--- config.mk ---
export PLATFORM = sky130hd
export DESIGN_NAME = multicycle_adder
export DESIGN_NICKNAME = d
export VERILOG_FILES = /design/src/rtl/multicycle_adder.sv
export SDC_FILE = /design/constraint.sdc
export NUM_CORES = 1
export LEC_CHECK = 0
export CORE_MARGIN = 10
export CORE_UTILIZATION = 23
export DETAILED_ROUTE_END_ITERATION = 16
export MAX_ROUTING_LAYER = met4
export PLACE_DENSITY = 0.49
export SYNTH_ARGS = -nofsm -noshare
export SYNTH_HDL_FRONTEND = slang
export SYNTH_SLANG_ARGS = --single-unit
--- constraint.sdc ---
create_clock -name clk -period 10.55 [get_ports clk]
set_clock_uncertainty 0.2 [all_clocks]
set_input_delay 2.6375 -clock clk [delete_from_list [all_inputs] [get_ports clk]]
set_output_delay 2.6375 -clock clk [all_outputs]
set_load 0.005 [all_outputs]
--- src/rtl/multicycle_adder.sv ---
// Multi-cycle ripple adder/subtractor: one CHUNK-bit slice per clock through a registered carry.
// Operands enter via in_valid/in_ready, results leave via out_valid/out_ready.
module multicycle_adder #(
    parameter int WIDTH = 32,
    parameter int CHUNK = 8
) (
    input  logic             clk,
    input  logic             rst_n,
    input  logic             in_valid,
    output logic             in_ready,
    input  logic [WIDTH-1:0] a,
    input  logic [WIDTH-1:0] b,
    input  logic             cin,
    input  logic             op,
    output logic             out_valid,
    input  logic             out_ready,
    output logic [WIDTH-1:0] sum,
    output logic             carry,
    output logic             overflow
);

    localparam int N  = WIDTH / CHUNK;
    localparam int IW = (N > 1) ? $clog2(N) : 1;

    typedef enum logic [1:0] {
        IDLE,
        CALC,
        DONE
    } state_t;

    state_t           state, state_nxt;
    logic [WIDTH-1:0] a_r, b_r;
    logic             c_r;
    logic [IW-1:0]    idx;
    logic [CHUNK-1:0] a_sl, b_sl;
    logic [CHUNK:0]   sl_sum;
    logic             c_msb;
    logic             last;

    // Slice select is a decoded mux so every part-select has a constant base.
    always_comb begin
        a_sl = '0;
        b_sl = '0;
        for (int unsigned j = 0; j < N; j++) begin
            if (idx == IW'(j)) begin
                a_sl = a_r[j*CHUNK +: CHUNK];
                b_sl = b_r[j*CHUNK +: CHUNK];
            end
        end
        sl_sum = {1'b0, a_sl} + {1'b0, b_sl} + {{CHUNK{1'b0}}, c_r};
        c_msb  = sl_sum[CHUNK-1] ^ a_sl[CHUNK-1] ^ b_sl[CHUNK-1];
        last   = (idx == IW'(N - 1));
    end

    always_comb begin
        state_nxt = state;
        in_ready  = 1'b0;
        out_valid = 1'b0;
        case (state)
            IDLE: begin
                in_ready = 1'b1;
                if (in_valid) state_nxt = CALC;
            end
            CALC: begin
                if (last) state_nxt = DONE;
            end
            DONE: begin
                out_valid = 1'b1;
                if (out_ready) state_nxt = IDLE;
            end
            default: state_nxt = IDLE;
        endcase
    end

    always_ff @(posedge clk or negedge rst_n) begin
        if (!rst_n) state <= IDLE;
        else        state <= state_nxt;
    end

    always_ff @(posedge clk or negedge rst_n) begin
        if (!rst_n) begin
            a_r      <= '0;
            b_r      <= '0;
            c_r      <= 1'b0;
            idx      <= '0;
            sum      <= '0;
            carry    <= 1'b0;
            overflow <= 1'b0;
        end else begin
            case (state)
                IDLE: begin
                    if (in_valid) begin
                        a_r <= a;
                        b_r <= op ? ~b : b;
                        c_r <= op ? 1'b1 : cin;
                        idx <= '0;
                    end
                end
                CALC: begin
                    for (int unsigned j = 0; j < N; j++) begin
                        if (idx == IW'(j)) sum[j*CHUNK +: CHUNK] <= sl_sum[CHUNK-1:0];
                    end
                    c_r <= sl_sum[CHUNK];
                    idx <= idx + IW'(1);
                    if (last) begin
                        carry    <= sl_sum[CHUNK];
                        overflow <= c_msb ^ sl_sum[CHUNK];
                    end
                end
                default: ;
            endcase
        end
    end

endmodule
; After elaboration in Yosys (flattened, before gate mapping)
; Index checks and enable logic that the tools add are counted.
[totals]
regBits = 103
latchBits = 0
ram_bits = 0
rom_bits = 0
in_bits = 70
out_inout_bits = 36
word_cells = 56
n_memories = 0
[op_classes]
add_sub_neg = 3
mul = 0
div_mod_pow = 0
magnitude_cmp = 0
n_eq_ne = 8
shifts = 0
muxes = 20
bitwise_logic = 4
n_reduce_logical = 10
[op_table]
columns = op, n
row1 = 8-bit two-way mux, 8
row2 = 32-bit two-way mux, 1
row3 = 32-bit NOT, 1
row4 = 2-bit AND reduction, 6
row5 = 8-bit by 8-bit adder with 9-bit output, 1
row6 = 9-bit by 1-bit adder with 9-bit output, 1
row7 = 2-bit two-way mux, 4
row8 = "2-bit equality test, second input constant", 3
row9 = "2-bit != test, second input constant", 3
row10 = 2-bit case mux with 3 select lines, 1
row11 = "2-bit by 1-bit equality test with 1-bit output, second input constant", 2
row12 = 2-bit logical NOT, 2
row13 = 1-bit two-way mux, 4
row14 = 2-bit case mux with 2 select lines, 1
row15 = 3-bit AND reduction, 1
row16 = 1-bit bitwise XOR, 3
row17 = "2-bit by 1-bit adder with 2-bit output, second input constant", 1
row18 = 1-bit case mux with 2 select lines, 1
row19 = 2-bit nonzero test, 1

; Logic depth before layout (Yosys ltp)
; Gate-level depths: netlist of run 1.
[logic_depth]
word_depth = 10
mapped_depth = 18
mapped_depth_nobuf = 16

; Least setup slack after synthesis of run 1
; No wires, ideal clock.
[synth_timing]
path_type = input -> register
from = input op
to = register b_r[2]
setup_time_ns = 0.134
arrival_time_ns = 3.556
required_time_ns = 10.216
path_slack_ns = 6.660
stages = 4
path_buffers = 2
cell_sequence = clkbuf_1 > buf_1 > xnor2_1 > o21ai_0
[synth_via]
elab_chain_len = 1
[synth_rtl]
columns = element, line_no
row1 = start: declaration, 14  ; input logic op,
row2 = 32-bit two-way mux, 94  ; b_r <= op ? ~b : b;
row3 = end signal: assignment, 94
row4 = end: declaration, 32  ; logic [WIDTH-1:0] a_r, b_r;
; No other way between the ends.
; A chain may end at the register's enable or synchronous reset.

; Worst setup path in the final report of run 1
[layout_timing]
from = register state[1]
to = output in_ready
[layout_via]
elab_chain_len = 2
[layout_rtl]
columns = element, line_no
row1 = start: declaration, 31  ; state_t state, state_nxt;
row2 = start signal: assignment, 77  ; else state <= state_nxt;
row3 = 2-bit logical NOT, 59  ; case (state)
row4 = 1-bit two-way mux, 59
row5 = end: declaration, 10  ; output logic in_ready,
; No other way between the ends.

==> summary.txt, run 1 <==
Status
  • Status: completed

Route
  • Vias: 3856
  • First-pass detailed-route iteration total: 4
  • Iteration-0 DRC Markers: 234
  • DR WL/cell: 14.7 um
  • Vias per cell: 4.12
  • Drt drc: 0
  • Detail Route Antenna Nets: 0
  • Wirelength, routed: 13.7 mm

CTS
  • Reg clk slew, reported paths: 70 ps
  • Clock Path Buffers: 2
  • Clock root cell: clkbuf_16
  • Num CTS Buffers: 9
  • CTS sink cnt: 103
  • Post-cts hold buffer count: 0
  • Worst-skew pair later-pin latency: 350 ps
  • CTS resizes: 0
  • H-tree depth: 3
  • CTS tree: built
  • Post-CTS Setup Bufs: 0

Logic synthesis
  • Async set-reset flop share out of synthesis: 1.00
  • Synth area leaders: dfrtp_1 (52%), nand2_1 (15%), o21ai_0 (8.2%)
  • Largest area contributor in the netlist: dfrtp_1
  • Ys Warns: 0
  • EDFF count, synth: 0
  • Seq/Total Area, Yosys: 0.518
  • Post-synth top area share: 0.518
  • Yosys reg bits: 103
  • Netlist cell types: 33
  • Post-synth top cells: nand2_1 (196), dfrtp_1 (103), o21ai_0 (81)
  • Syn Inst Count: 567
  • Cell area after synthesis: 4970 um^2
  • Ys flop type: dfrtp_1
  • Synth Net Count: 650
  • Cell with the most instances after synthesis: nand2_1
  • Syn_area_per_cell: 8.77 um^2

Timing
  • Final Max Tran Viols: 0
  • Min cycle time layout: 4410 ps
  • Final Hold Viols: 0
  • Post-route clock period utilization: 0.418
  • Fmax: 227 MHz
  • PnR worst setup slack: 6140 ps
  • Setup TNS: 0 ps
  • Worst-margin pin slew: 933 ps
  • Relative slew margins: 0.378
  • Final Setup Violations: 0
  • RSZ-0062 raised after global routing: false

GRT
  • Number of global-route vias before repair: 4224
  • Largest net degree at the start of global routing: 100
  • First-pass GRT wire length: 22.7 mm
  • Initial antenna violation count: 0
  • Gr ovfl total: 0
  • Overall routing resource usage: 0.104

Min path
  • Hold path depth: 2
  • End point of the worst hold path: a_r[23]$_DFFE_PN0P_
  • Worst Hold Launch: a_r[23]$_DFFE_PN0P_
  • Hold Path Class: register to register

Floorplan
  • Row count: 53
  • Initial core utilization: 0.235
  • Vert. Die Dim: 167 um
  • Num ports: 106
  • Die W: 167 um
  • Die area: 27900 um^2
  • Core area: 21200 um^2

Run
  • Max_cap viols: 0

Worst setup path
  • Worst flop-to-flop path startpoint: idx[1]$_DFFE_PN0P_
  • Critical path type: register to output port
  • FF-to-FF End: overflow$_DFFE_PN0P_
  • CP Capture Type: output port
  • CP required: 7710 ps
  • CP arrival: 1580 ps
  • Reg2reg setup slack: 6290 ps
  • CP max FO: 4
  • CP startpoint kind: register
  • FF-to-FF path depth: 16

Layout
  • Fin nets: 738
  • Layout cells sized above 1: 0.0500
  • Area growth syn-to-layout: 32.8%
  • Antenna Cells: 0

Pwr
  • Pwr Total: 2.13 mW
  • VDD IR-drop max: 114 uV
  • Power Dens Cells: 323 nW/um^2
  • Pleak: 2.93 nW

Place
  • Port bufs: 105
  • Place WS: 6070 ps
  • Gpl congestion: 0.766
  • HPWL after detailed placement: 10.2 mm
worst max-delay path, cell delays in order (launching register included):
cell	delay, ps
dfrtp_1	410
nor2_1	250
clkdlybuf4s50_1	570
power by group:
part	switching [mW]	internal (mW)	leakage [nW]
sequential	0.0976	0.583	1.29
combinational	0.621	0.462	1.49
clock	0.152	0.216	0.155
total	0.871	1.26	2.93
per-stage QoR:
| stage | utilization | area, um^2 | hold WS (ps) | instances |
|---|---|---|---|---|
| 2_1_floorplan | - | 4970 | 237 | 567 |
| 3_3_place_gp | 0.297 | 6270 | 252 | 919 |
| 3_5_place_dp | 0.297 | 6270 | 254 | 919 |
| 4_1_cts | 0.312 | 6600 | 272 | 935 |
| 5_1_grt | 0.312 | 6600 | 302 | 935 |
| 6_report | 0.312 | 6600 | 269 | 935 |
how the worst max path moves through the flow:
stage                    startpoint                    to  slack (ps)
3_5_place_dp               in_valid    b_r[2]$_DFFE_PN0P_        6070
3_3_place_gp               in_valid   b_r[20]$_DFFE_PN0P_        6110
4_1_cts        state[1]$_DFFE_PN0P_              in_ready        6130
5_1_grt          idx[0]$_DFFE_PN0P_  overflow$_DFFE_PN0P_        5800
6_report       state[1]$_DFFE_PN0P_              in_ready        6140
2_1_floorplan                    op    b_r[2]$_DFFE_PN0P_        6660
cells by family after synthesis:
kind of cell | synth area share
AOI/OAI and AO/OA | 0.131
adders and majority gates | 0.0357
buffers and inverters | 0.0310
and+or+nand+nor | 0.196
muxes | 0.0171
xor gates and xnor gates | 0.0715
DFF | 0.518
area by class of cell:
cell class	count	area (um^2)
inverters	5	18.8
well taps	275	344
repair buffers	111	1090
flip-flops and latches	103	2580
clock buffers	10	239
fillers	2242	14600
clock inverters	6	92.6
multi-input cells	425	2240
routing by layer:
metal | GRT usage | vias to the layer above | wire length [um]
met5 | - | - | 0
met4 | 0.0214 | 0 | 113
met3 | 0.0327 | 6 | 588
met2 | 0.158 | 88 | 6010
met1 | 0.133 | 1750 | 6990
li1 | - | 2012 | -
registers in the layout, indices dropped and copies added, names as in the netlist:
name      flops
carry         1
overflow      1
sum          32
state         2
a_r          32
b_r          32
idx           2
c_r           1
cells in the final DEF (no fill, tap or decap), types with 2 or more instances in the layout:
cell type / instances
nor2b_1: 2
inv_1: 5
xor2_1: 3
a31oi_1: 3
mux2i_1: 4
nand2_1: 195
mux2_2: 4
clkdlybuf4s50_1: 103
nand2b_1: 6
nand3_1: 3
a21oi_1: 27
clkinvlp_4: 2
fa_1: 2
dfrtp_1: 103
buf_4: 7
clkbuf_16: 9
xnor2_1: 35
o21ai_0: 81
nor2_1: 29
ha_1: 11
a21o_1: 2
nand3b_1: 4
bufinv_16: 2
and3_1: 2
No activity file was read; power rests on OpenSTA's default activity.
==> run 2: changes to the inputs <==
==> constraint.sdc (replaced) <==
create_clock -name clk -period 4.45 [get_ports clk]
set_clock_uncertainty 0.2 [all_clocks]
set_input_delay 1.1125 -clock clk [delete_from_list [all_inputs] [get_ports clk]]
set_output_delay 1.1125 -clock clk [all_outputs]
set_load 0.005 [all_outputs]
==> run 2 against run 1 <==
  * Core utilization down 0.10 points
  * Routed wire length up 3.3%
  * Via count up 1.1%
  * Final cell count unchanged
  * First-iteration DRC count down 24%
  * Total power up 130%
  * Critical path depth up 13
  * Critical path type is now register to register
  * Largest power group unchanged
  * Highest routed layer unchanged
==> summary.txt, run 2 (synthesis gave the netlist of run 1 again) <==
Status
  • Status: completed

Worst setup path
  • FF-to-FF path depth: 15 (-1)
  • Reg2reg setup slack: 630 ps (-5660 ps)
  • CP Capture Type: register
  • FF-to-FF End: overflow$_DFFE_PN0P_
  • CP required: 4530 ps (-3180 ps)
  • CP Capture Point: overflow$_DFFE_PN0P_
  • Setup crit start: idx[1]$_DFFE_PN0P_
  • CP max FO: 23 (+19)
  • CP startpoint kind: register
  • Worst flop-to-flop path startpoint: idx[1]$_DFFE_PN0P_
  • CP arrival: 3900 ps (+2320 ps)
  • Critical path type: register to register

Route
  • First-pass detailed-route iteration total: 4 (unchanged)
  • Vias per cell: 4.17 (+1.1%)
  • Iteration-0 DRC Markers: 178 (-24%)
  • Detail Route Antenna Nets: 0 (unchanged)
  • Vias: 3897 (+1.1%)
  • Drt drc: 0 (unchanged)
  • Wirelength, routed: 14.2 mm (+3.3%)
  • DR WL/cell: 15.1 um (+3.3%)

CTS
  • Clock root cell: clkbuf_16
  • CTS tree: built
  • Clock Path Buffers: 2 (unchanged)
  • CTS resizes: 0 (unchanged)
  • Post-cts hold buffer count: 0 (unchanged)
  • Num CTS Buffers: 9 (unchanged)
  • Worst-skew pair later-pin latency: 360 ps (about the same)
  • Post-CTS Setup Bufs: 0 (unchanged)
  • H-tree depth: 3 (unchanged)
  • CTS sink cnt: 103 (unchanged)
  • Reg clk slew, reported paths: 70 ps (about the same)

Layout
  • Layout cells sized above 1: 0.0485 (-0.00152)
  • Largest regs: a_r (32), b_r (32), sum (32)
  • Area growth syn-to-layout: 32.4%
  • Most common cell after layout, fill and taps aside: nand2_1
  • Fin nets: 738 (unchanged)
  • Antenna Cells: 0 (unchanged)
  • Most frequent cells in the layout: nand2_1 (195), dfrtp_1 (103), clkdlybuf4s50_1 (103)

GRT
  • Number of global-route vias before repair: 4175 (-1.2%)
  • Grt met1 use: 0.142 (+0.00845)
  • First-pass GRT wire length: 22.9 mm (+0.94%)
  • Gr ovfl total: 0 (unchanged)
  • Largest net degree at the start of global routing: 66 (-34%)
  • Gr busiest metal: met2
  • Initial antenna violation count: 0 (unchanged)
  • Met2 usage: 0.154 (-0.00397)
  • M3 GR Usage: 0.0294 (-0.00329)
  • Overall routing resource usage: 0.106 (+0.00205)

Floorplan
  • Die W: 167 um (unchanged)
  • Row count: 53 (unchanged)
  • Vert. Die Dim: 167 um (unchanged)
  • Num ports: 106 (unchanged)
  • Core area: 21200 um^2 (unchanged)
  • Die area: 27900 um^2 (unchanged)
  • Initial core utilization: 0.235 (unchanged)

Timing
  • Final Setup Violations: 0 (unchanged)
  • Worst-margin pin slew: 938 ps (+5.08 ps)
  • Min cycle time layout: 3820 ps
  • Final Max Tran Viols: 0 (unchanged)
  • Fmax: 262 MHz
  • Final Hold Viols: 0 (unchanged)
  • Setup TNS: 0 ps (unchanged)
  • RSZ-0062 raised after global routing: false
  • Relative slew margins: 0.375 (-0.00339)
  • Post-route clock period utilization: 0.859

Pwr
  • Pwr Total: 5.00 mW (+130%)
  • Power Dens Cells: 759 nW/um^2 (+140%)
  • VDD IR-drop max: 306 uV (+170%)
  • Pleak: 2.92 nW (-0.33%)

Place
  • HPWL after detailed placement: 10.9 mm (+7.1%)
  • Port bufs: 105 (unchanged)
  • Gpl congestion: 0.768 (+0.14%)

Run
  • Max_cap viols: 0 (unchanged)

Min path
  • Hold Path Class: register to register
-- run 2: changes by cell type in the layout (fill, tap and decap cells not counted), sizes merged --
cell,previous run,this run
clkbuf,10,12
bufinv,2,0
-- run 2: routing by layer --
metal | vias to the layer above | part of all wire | routed length (um)
met4 | 0 | 0.013 | 187
met2 | 94 | 0.43 | 6080
met1 | 1772 | 0.51 | 7270
met5 | - | 0 | 0
li1 | 2020 | - | -
met3 | 11 | 0.044 | 626
-- run 2: worst min-delay path by stage --
stage / cells past startpoint / slack [ps] / from / end
global placement: 2 / 260 / a_r[23]$_DFFE_PN0P_ / a_r[23]$_DFFE_PN0P_
global route: 2 / 310 / a_r[20]$_DFFE_PN0P_ / a_r[20]$_DFFE_PN0P_
finish: 2 / 280 / sum[22]$_DFFE_PN0P_ / sum[22]$_DFFE_PN0P_
floorplan: 2 / 240 / a_r[23]$_DFFE_PN0P_ / a_r[23]$_DFFE_PN0P_
CTS: 2 / 280 / a_r[23]$_DFFE_PN0P_ / a_r[23]$_DFFE_PN0P_
detailed placement: 2 / 270 / a_r[23]$_DFFE_PN0P_ / a_r[23]$_DFFE_PN0P_
-- run 2: area by class of cell --
| type | count | area [um^2] |
|---|---|---|
| clock inverters | 4 | 28.8 |
| inverters | 5 | 18.8 |
| fillers | 2300 | 14600 |
| repair buffers | 111 | 1110 |
| flip-flops and latches | 103 | 2580 |
| multi-input cells | 425 | 2240 |
| well taps | 275 | 344 |
| clock buffers | 12 | 256 |
-- run 2: per-stage QoR --
| step | setup slack, ps | hold WS, ps | area, um^2 | util | cells |
|---|---|---|---|---|---|
| after floorplan | 624 | 237 | 4970 | - | 567 |
| final | 629 | 280 | 6580 | 0.311 | 935 |
| after global placement | 729 | 261 | 6300 | 0.298 | 919 |
| after global routing | 205 | 311 | 6580 | 0.311 | 935 |
| after CTS | 613 | 281 | 6580 | 0.311 | 935 |
| after detailed placement | 629 | 265 | 6300 | 0.298 | 919 |
-- run 2: power breakdown --
part | internal, mW | switching, mW
combinational | 1.11 | 1.46
clock | 0.411 | 0.357
sequential | 1.38 | 0.281
-- run 2: worst max-delay path: stages, from the launching register on --
cell	delay (ps)
dfrtp_1	400
inv_1	100
ha_1	380
buf_4	310
nor2_1	70
a21oi_1	120
nor2_1	50
a21oi_1	120
o21ai_0	150
fa_1	460
a21o_1	190
a221oi_2	340
nor2_2	100
a211oi_4	270
xnor3_1	350
o21ai_1	120
